$ cat config.mk
export PLATFORM = sky130hd
export DESIGN_NAME = uart_sample_timer
export DESIGN_NICKNAME = d
export VERILOG_FILES = /design/src/rtl/uart_pkg.sv /design/src/rtl/uart_sample_decode.sv /design/src/rtl/uart_sample_timer.sv
export SDC_FILE = /design/constraint.sdc
export NUM_CORES = 1
export LEC_CHECK = 0
export ABC_CLOCK_PERIOD_IN_PS = 2000
export CAP_MARGIN = 25
export CORE_ASPECT_RATIO = 0.6
export CORE_MARGIN = 1.5
export CORE_UTILIZATION = 45
export CTS_CLUSTER_SIZE = 16
export DETAILED_ROUTE_END_ITERATION = 6
export PLACE_DENSITY = 0.75
export SETUP_SLACK_MARGIN = 0.5
export SLEW_MARGIN = 20
export SYNTH_ARGS = -nofsm -noshare
export SYNTH_HDL_FRONTEND = slang
export SYNTH_SLANG_ARGS = --single-unit
$ cat constraint.sdc
create_clock -name clk -period 2 [get_ports clk]
set_input_delay 0.3 -clock clk [delete_from_list [all_inputs] [get_ports clk]]
set_output_delay 0.3 -clock clk [all_outputs]
set_load 0.05 [all_outputs]
$ cat src/rtl/uart_pkg.sv
// Shared FSM state type and clamp limits for the UART sample timer.
// Build option: UART_TRIPLE_SAMPLE_EN selects three-point sampling in uart_sample_decode.
package uart_pkg;
   typedef enum logic [1:0] {IDLE, RUN, DONE} state_t;
   localparam int MIN_PRESCALE   = 4;
   localparam int MIN_FRAME_BITS = 1;
endpackage

$ cat src/rtl/uart_sample_decode.sv
// Decodes the position within a bit into sample strobes around the bit midpoint.
// Build option: UART_TRIPLE_SAMPLE_EN strobes at mid-1, mid, mid+1; otherwise only at mid.
module uart_sample_decode
   import uart_pkg::*;
#(
   parameter int PWIDTH = 6
) (
   input  logic [PWIDTH-1:0] i_edge_cnt,
   input  logic [PWIDTH-1:0] i_prescale_q,
   input  logic              i_run,
   output logic              o_sample_stb,
   output logic [1:0]        o_sample_idx
);

   logic [PWIDTH-1:0] w_mid;
   assign w_mid = i_prescale_q >> 1;

`ifdef UART_TRIPLE_SAMPLE_EN
   localparam logic [PWIDTH-1:0] P_ONE = PWIDTH'(1);
   logic [PWIDTH-1:0] w_mid_lo;
   logic [PWIDTH-1:0] w_mid_hi;
   assign w_mid_lo = w_mid - P_ONE;
   assign w_mid_hi = w_mid + P_ONE;

   always_comb begin
      o_sample_stb = 1'b0;
      o_sample_idx = 2'd0;
      if (i_run) begin
         if (i_edge_cnt == w_mid_lo) begin
            o_sample_stb = 1'b1;
            o_sample_idx = 2'd0;
         end else if (i_edge_cnt == w_mid) begin
            o_sample_stb = 1'b1;
            o_sample_idx = 2'd1;
         end else if (i_edge_cnt == w_mid_hi) begin
            o_sample_stb = 1'b1;
            o_sample_idx = 2'd2;
         end
      end
   end
`else
   assign o_sample_stb = i_run && (i_edge_cnt == w_mid);
   assign o_sample_idx = 2'd0;
`endif

endmodule

$ cat src/rtl/uart_sample_timer.sv
// UART receive timing: counts clocks within a bit and bits within a frame, emits sample strobes.
// Build option: UART_TRIPLE_SAMPLE_EN (passed through to uart_sample_decode).
module uart_sample_timer
   import uart_pkg::*;
#(
   parameter int PWIDTH = 6,
   parameter int BWIDTH = 4
) (
   input  logic              clk,
   input  logic              rst,
   input  logic              enable,
   input  logic [PWIDTH-1:0] prescale,
   input  logic [BWIDTH-1:0] frame_bits,
   output logic [PWIDTH-1:0] edge_counter,
   output logic [BWIDTH-1:0] bit_counter,
   output logic              sample_stb,
   output logic [1:0]        sample_idx,
   output logic              bit_done,
   output logic              frame_done,
   output logic              busy
);

   localparam logic [PWIDTH-1:0] P_PONE = PWIDTH'(1);
   localparam logic [BWIDTH-1:0] P_BONE = BWIDTH'(1);
   localparam logic [PWIDTH-1:0] P_PMIN = PWIDTH'(MIN_PRESCALE);
   localparam logic [BWIDTH-1:0] P_BMIN = BWIDTH'(MIN_FRAME_BITS);

   state_t            r_state;
   state_t            w_state_nxt;
   logic [PWIDTH-1:0] r_prescale_q, w_prescale_nxt;
   logic [BWIDTH-1:0] r_frame_bits_q, w_frame_bits_nxt;
   logic [PWIDTH-1:0] r_edge_cnt, w_edge_nxt;
   logic [BWIDTH-1:0] r_bit_cnt, w_bit_nxt;
   logic              w_run;
   logic              w_bit_done;
   logic              w_frame_done;

   assign w_run        = (r_state == RUN);
   assign w_bit_done   = w_run && (r_edge_cnt == r_prescale_q - P_PONE);
   assign w_frame_done = w_bit_done && (r_bit_cnt == r_frame_bits_q - P_BONE);

   always_comb begin
      w_state_nxt      = r_state;
      w_prescale_nxt   = r_prescale_q;
      w_frame_bits_nxt = r_frame_bits_q;
      w_edge_nxt       = r_edge_cnt;
      w_bit_nxt        = r_bit_cnt;
      case (r_state)
         IDLE: begin
            if (enable) begin
               w_state_nxt      = RUN;
               w_prescale_nxt   = (prescale < P_PMIN) ? P_PMIN : prescale;
               w_frame_bits_nxt = (frame_bits < P_BMIN) ? P_BMIN : frame_bits;
               w_edge_nxt       = '0;
               w_bit_nxt        = '0;
            end
         end
         RUN: begin
            // Abort takes priority over frame completion.
            if (!enable) begin
               w_state_nxt = IDLE;
               w_edge_nxt  = '0;
               w_bit_nxt   = '0;
            end else if (w_frame_done) begin
               w_state_nxt = DONE;
               w_edge_nxt  = '0;
               w_bit_nxt   = '0;
            end else if (w_bit_done) begin
               w_edge_nxt = '0;
               w_bit_nxt  = r_bit_cnt + P_BONE;
            end else begin
               w_edge_nxt = r_edge_cnt + P_PONE;
            end
         end
         DONE: begin
            if (!enable) w_state_nxt = IDLE;
         end
         default: w_state_nxt = IDLE;
      endcase
   end

   always_ff @(posedge clk) begin
      if (!rst) begin
         r_state        <= IDLE;
         r_prescale_q   <= P_PMIN;
         r_frame_bits_q <= P_BMIN;
         r_edge_cnt     <= '0;
         r_bit_cnt      <= '0;
      end else begin
         r_state        <= w_state_nxt;
         r_prescale_q   <= w_prescale_nxt;
         r_frame_bits_q <= w_frame_bits_nxt;
         r_edge_cnt     <= w_edge_nxt;
         r_bit_cnt      <= w_bit_nxt;
      end
   end

   uart_sample_decode #(.PWIDTH(PWIDTH)) u_decode (
      .i_edge_cnt   (r_edge_cnt),
      .i_prescale_q (r_prescale_q),
      .i_run        (w_run),
      .o_sample_stb (sample_stb),
      .o_sample_idx (sample_idx)
   );

   assign edge_counter = r_edge_cnt;
   assign bit_counter  = r_bit_cnt;
   assign bit_done     = w_bit_done;
   assign frame_done   = w_frame_done;
   assign busy         = w_run;

endmodule

* Word-level counts from Yosys, hierarchy flattened
Cells that the tools add are included.
** Storage, ports and cells
- Register bits after elaboration :: 22
- Bits in latches :: 0
- RAM bits :: 0
- ROM bits :: 0
- Bits of input ports :: 13
- Word-level logic and storage cells :: 46
- Memories :: 0
** Cells by class
- $add $sub $neg :: 4
- Multiply operators :: 0
- Div/mod/pow operators :: 0
- $lt $le $gt $ge :: 2
- Equality and inequality tests :: 9
- Shifts and indexed selects :: 0
- Muxes and demuxes :: 17
- Bitwise gates (word level) :: 0
- Reductions and logical operators :: 9
** Operators by type and width (number)
- 6-bit two-way mux :: 5
- 4-bit two-way mux :: 5
- 6-bit case mux with 2 select lines :: 1
- 2-bit two-way mux :: 4
- 4-bit case mux with 2 select lines :: 1
- 6-bit by 1-bit adder with 6-bit output (second input constant) :: 1
- 6-bit by 5-bit equality test with 1-bit output :: 1
- 6-bit equality test :: 1
- 6-bit by 3-bit < comparator with 1-bit output (second input constant) :: 1
- 2-bit case mux with 3 select lines :: 1
- 3-bit AND reduction :: 2
- 6-bit by 1-bit subtractor with 6-bit output (second input constant) :: 1
- 4-bit by 1-bit adder with 4-bit output (second input constant) :: 1
- 4-bit equality test :: 1
- 4-bit by 1-bit < comparator with 1-bit output (second input constant) :: 1
- 2-bit != test (second input constant) :: 2
- 4-bit != test (second input constant) :: 1
- 2-bit AND reduction :: 2
- 4-bit by 1-bit subtractor with 4-bit output (second input constant) :: 1
- 1-bit logical AND :: 3
- 3-bit != test (second input constant) :: 1
- 2-bit by 1-bit equality test with 1-bit output (second input constant) :: 1
- 2-bit equality test (second input constant) :: 1
- 2-bit zero test :: 1
- 2-bit nonzero test :: 1

* Logic depth before layout (Yosys ltp)
- Depth after elaboration :: 7
- Gate-level depth with buffers :: 9

* Hierarchy
A second synthesis with hierarchy kept.
** Unflattened totals
- Cell total of the unflattened synthesis :: 156
- Area total of the unflattened synthesis :: 1263.7 µm²
** By module, submodules not included
- uart_sample_timer :: times used 1, cells an instance 146, area an instance 1179.9 µm², seq. area each 440.4 µm²
- uart_sample_decode :: times used 1, cells an instance 10, area an instance 83.8 µm², seq. area each 0.0 µm²

* Worst setup path before layout
OpenSTA, ideal clock, no wires.
- Path kind :: reg-to-output
- Start point :: reg r_edge_cnt[4] (netlist: edge_counter[4])
- End point :: out sample_stb
- Data arrival time :: 2173 ps
- Path slack :: -473 ps
- Cell stages (with the launch flop) :: 5
- Path buffers :: 1
- Path through :: dfxtp_1 buf_2 xnor2_1 nand4_1 nor3_1
** Between the ends
- Longest elaborated chain between the ends :: 2
** Ends and longest elaborated chain
- start: declaration :: RTL line uart_sample_timer.sv:32 : logic [PWIDTH-1:0] r_edge_cnt, w_edge_nxt;
- start signal: assignment :: RTL line uart_sample_timer.sv:93 : r_edge_cnt <= w_edge_nxt;
- 6-bit by 5-bit equality test with 1-bit output :: RTL line uart_sample_decode.sv:42 : assign o_sample_stb = i_run && (i_edge_cnt == w_mid);
- 1-bit logical AND :: RTL line uart_sample_decode.sv:42
- end: declaration :: RTL line uart_sample_timer.sv:16 : output logic sample_stb,
No other way between the ends.

* Worst setup path in the final report
- Start point :: reg r_prescale_q[0]
- End point :: out bit_done
** Between the ends
- Longest elaborated chain between the ends :: 3
** Ends and longest elaborated chain
- start: declaration :: RTL line uart_sample_timer.sv:30 : logic [PWIDTH-1:0] r_prescale_q, w_prescale_nxt;
- start signal: assignment :: RTL line uart_sample_timer.sv:91 : r_prescale_q <= w_prescale_nxt;
- 6-bit by 1-bit subtractor with 6-bit output :: RTL line uart_sample_timer.sv:39 : assign w_bit_done = w_run && (r_edge_cnt == r_prescale_q - P_PONE);
- 6-bit equality test :: RTL line uart_sample_timer.sv:39
- 1-bit logical AND :: RTL line uart_sample_timer.sv:39
- end: declaration :: RTL line uart_sample_timer.sv:18 : output logic bit_done,
No other way between the ends.

==> reports/qor.csv <==
metric;value;unit
p_seq_share;45.7;%
grt_max_degree;13;
finalHoldViolCount;0;
ys.flop_type;dfxtp_1;
vias;1324;
place_inst;219;
cts_tree;yes;
swShare;27.1;%
place.gp.congestion;0.837;
area_delta_synth_final;55.5;%
violations;negative setup slack;
antenna_found_initial;0;
fillers;166;
async_reset_ff_share;0;%
p_clk_share;31.5;%
use_met3;5.58;%
setup_violations;6;
pin_count;29;
synth.largest_area_cell;dfxtp_1;
core_area;2630;µm²
port_buffers;26;
p_comb_share;22.8;%
layout-drive-gt1-share;44.6;%
finalCritPeriodShare;107;%
crit_required;1700;ps
power_density;497;nW/µm²
busiest_layer;met2;
numCtsBuffers;3;
initial_core_util;50.0;%
power_switching;0.275;mW
first_iter_violations;184;
clkSinkCount;22;
netlist_area;1320;µm²
status;finished with violations;
power.internal;0.741;mW
syn_inst;156;
htreeDepth;1;
drt_pass1_iterations;4;
clock.fmax;0.465;GHz
hpwl;2460;µm
layout.nets;220;
fin_ws;-150;ps
met1_usage;31.9;%
synth-seq-area-share;33.5;%
track_usage;23.7;%
start_kind;flop;
wl_per_cell;16.2;µm
cts_hold_buf;0;
fp.dieH;44.9;µm
dieArea;3270;µm²
fin_cells;234;
worstPathArrival;1850;ps
vdd_drop_max;330;µV
num_antenna_cells;0;
cts.clk_slew.worst_paths;80;ps
vias_per_cell;5.66;
leakagePower;0.821;nW
clk_latency;260;ps
yosysWarnings;0;
synth_edf_count;0;
min_path_type;flop to flop;
synth.distinct_cells;47;
ys_ff_latch;22;
rsz0062_at_grt;true;
drc;0;
cts_root_buffer;clkbuf_8;
dieWidth;72.8;µm
overflow;0;
clock_path_buffers;2;
met2_usage;39.8;%
slew_viol_final;0;
ant_nets;0;
post-synth-top-area-fraction;33.5;%
synth.avg_cell_area;8.43;µm²
grt_pass1_wl;5780;µm
synth_area_leaders;dfxtp_1 (33%), xnor2_1 (7.3%), nand2_1 (5.7%), xor2_1 (5.3%), a21boi_0 (4.6%);
setup.worst_path.class;flop to primary output;
p_total;1.02;mW
endpoint_kind;primary output;
rows;14;
grt_pass1_vias;1208;
finalCriticalPeriod;2150;ps
cp_max_fo;3;
wl;3790;µm
fin_skew;0.824;ps
maxCapViolations;0;
==> metal layers <==
layer / share of wire [%] / wire length (µm)
met3: 5.8 / 221
met1: 48 / 1820
met5: 0 / 0
met4: 0.63 / 24
met2: 45 / 1720
==> layout by cell type, fill, tap and decap left out, types with 5 or more instances in the layout <==
cell / instances
nand2_1: 20
buf_4: 14
clkdlybuf4s50_1: 12
dfxtp_2: 11
buf_6: 11
xor2_1: 7
xnor2_1: 7
a21boi_0: 6
dfxtp_1: 6
clkdlybuf4s15_2: 6
inv_1: 5
dfxtp_4: 5
==> cell type report <==
type | instances | area [µm²] | share of cell area [%]
multi-input cells | 117 | 916 | 44.8
repair buffers | 51 | 527 | 25.8
flip-flops and latches | 22 | 473 | 23.1
clock buffers | 4 | 55.1 | 2.69
well taps | 32 | 40.0 | 1.96
inverters | 8 | 33.8 | 1.65
==> metrics by stage <==
step	setup WS (ps)	hold WS (ps)	setup TNS [ps]	utilization, %	instance area [µm²]
after detailed placement	-48.8	478	-48.8	65.9	1730
after global routing	-236	495	-1170	77.8	2040
after floorplan	-43.7	424	-43.7	-	1360
final	-150	484	-719	77.8	2040
after CTS	-139	490	-376	74.5	1960
after global placement	26.5	472	0	65.9	1730
==> sequential cells by signal (all words and copies together) (netlist names) <==
| name | flops |
|---|---|
| bit_counter | 4 |
| edge_counter | 6 |
| r_frame_bits_q | 4 |
| r_prescale_q | 6 |
| r_state | 2 |
==> cells by family after synthesis <==
| family | Yosys count | synth area share (%) |
|---|---|---|
| compound gates | 33 | 18.6 |
| xor+xnor | 19 | 12.7 |
| fa+ha+maj | 4 | 3.81 |
| buf+inv | 18 | 7.23 |
| flops | 22 | 33.5 |
| mux | 1 | 0.856 |
| other cells | 1 | 0.285 |
| simple gates | 58 | 23.0 |
==> power groups by stage <==
stage,combinational [mW],clock [mW],sequential [mW]
floorplan,0.113,0,0.477
global placement,0.181,0,0.474
detailed placement,0.187,0,0.475
CTS,0.213,0.326,0.464
global route,0.249,0.352,0.467
finish,0.232,0.320,0.465
==> worst max-delay path, stage by stage, from the launching register on <==
cell and delay (ps):
dfxtp_2 340, buf_4 150, nor3_1 240, xnor2_1 140, a211oi_4 280, nand2_2 110
buf_6 140, clkinvlp_4 70, buf_12 130
==> path summary, 6_finish.rpt <==
check / depth (start not counted) / slack [ps] / endpoint / start
worst min-delay path: 1 / 480 / r_state[0] / r_state[1]
worst max-delay path: 8 / -150 / bit_done / r_prescale_q[0]
worst max register to register: 9 / -140 / bit_counter[2] / r_prescale_q[0]
worst min register to register: 1 / 480 / r_state[0] / r_state[1]
==> timing repair <==
item / 4_1_cts / 5_1_grt
gates resized for setup: 56 / 23
pin swaps: 10 / 12
cloned: 0 / 0
buffers inserted: 7 / 4
endpoints found under the setup margin: 26 / 25
endpoints found under the hold margin: 0 / 0
==> synthesized netlist by cell type (2+ instances only) <==
| master | number |
|---|---|
| a31oi_1 | 4 |
| nor3_1 | 6 |
| nor2b_1 | 3 |
| nand2b_1 | 2 |
| nor2_1 | 6 |
| inv_1 | 8 |
| nor4_1 | 2 |
| buf_4 | 5 |
| xnor2_1 | 11 |
| xor2_1 | 8 |
| dfxtp_1 | 22 |
| clkbuf_1 | 3 |
| and2_1 | 2 |
| a22oi_1 | 2 |
| nand4_1 | 3 |
| ha_1 | 4 |
| nand2_1 | 20 |
| nand3_1 | 5 |
| a21boi_0 | 8 |
| o21bai_1 | 2 |
| a21oi_1 | 4 |
(Power assumes the default switching activity.)
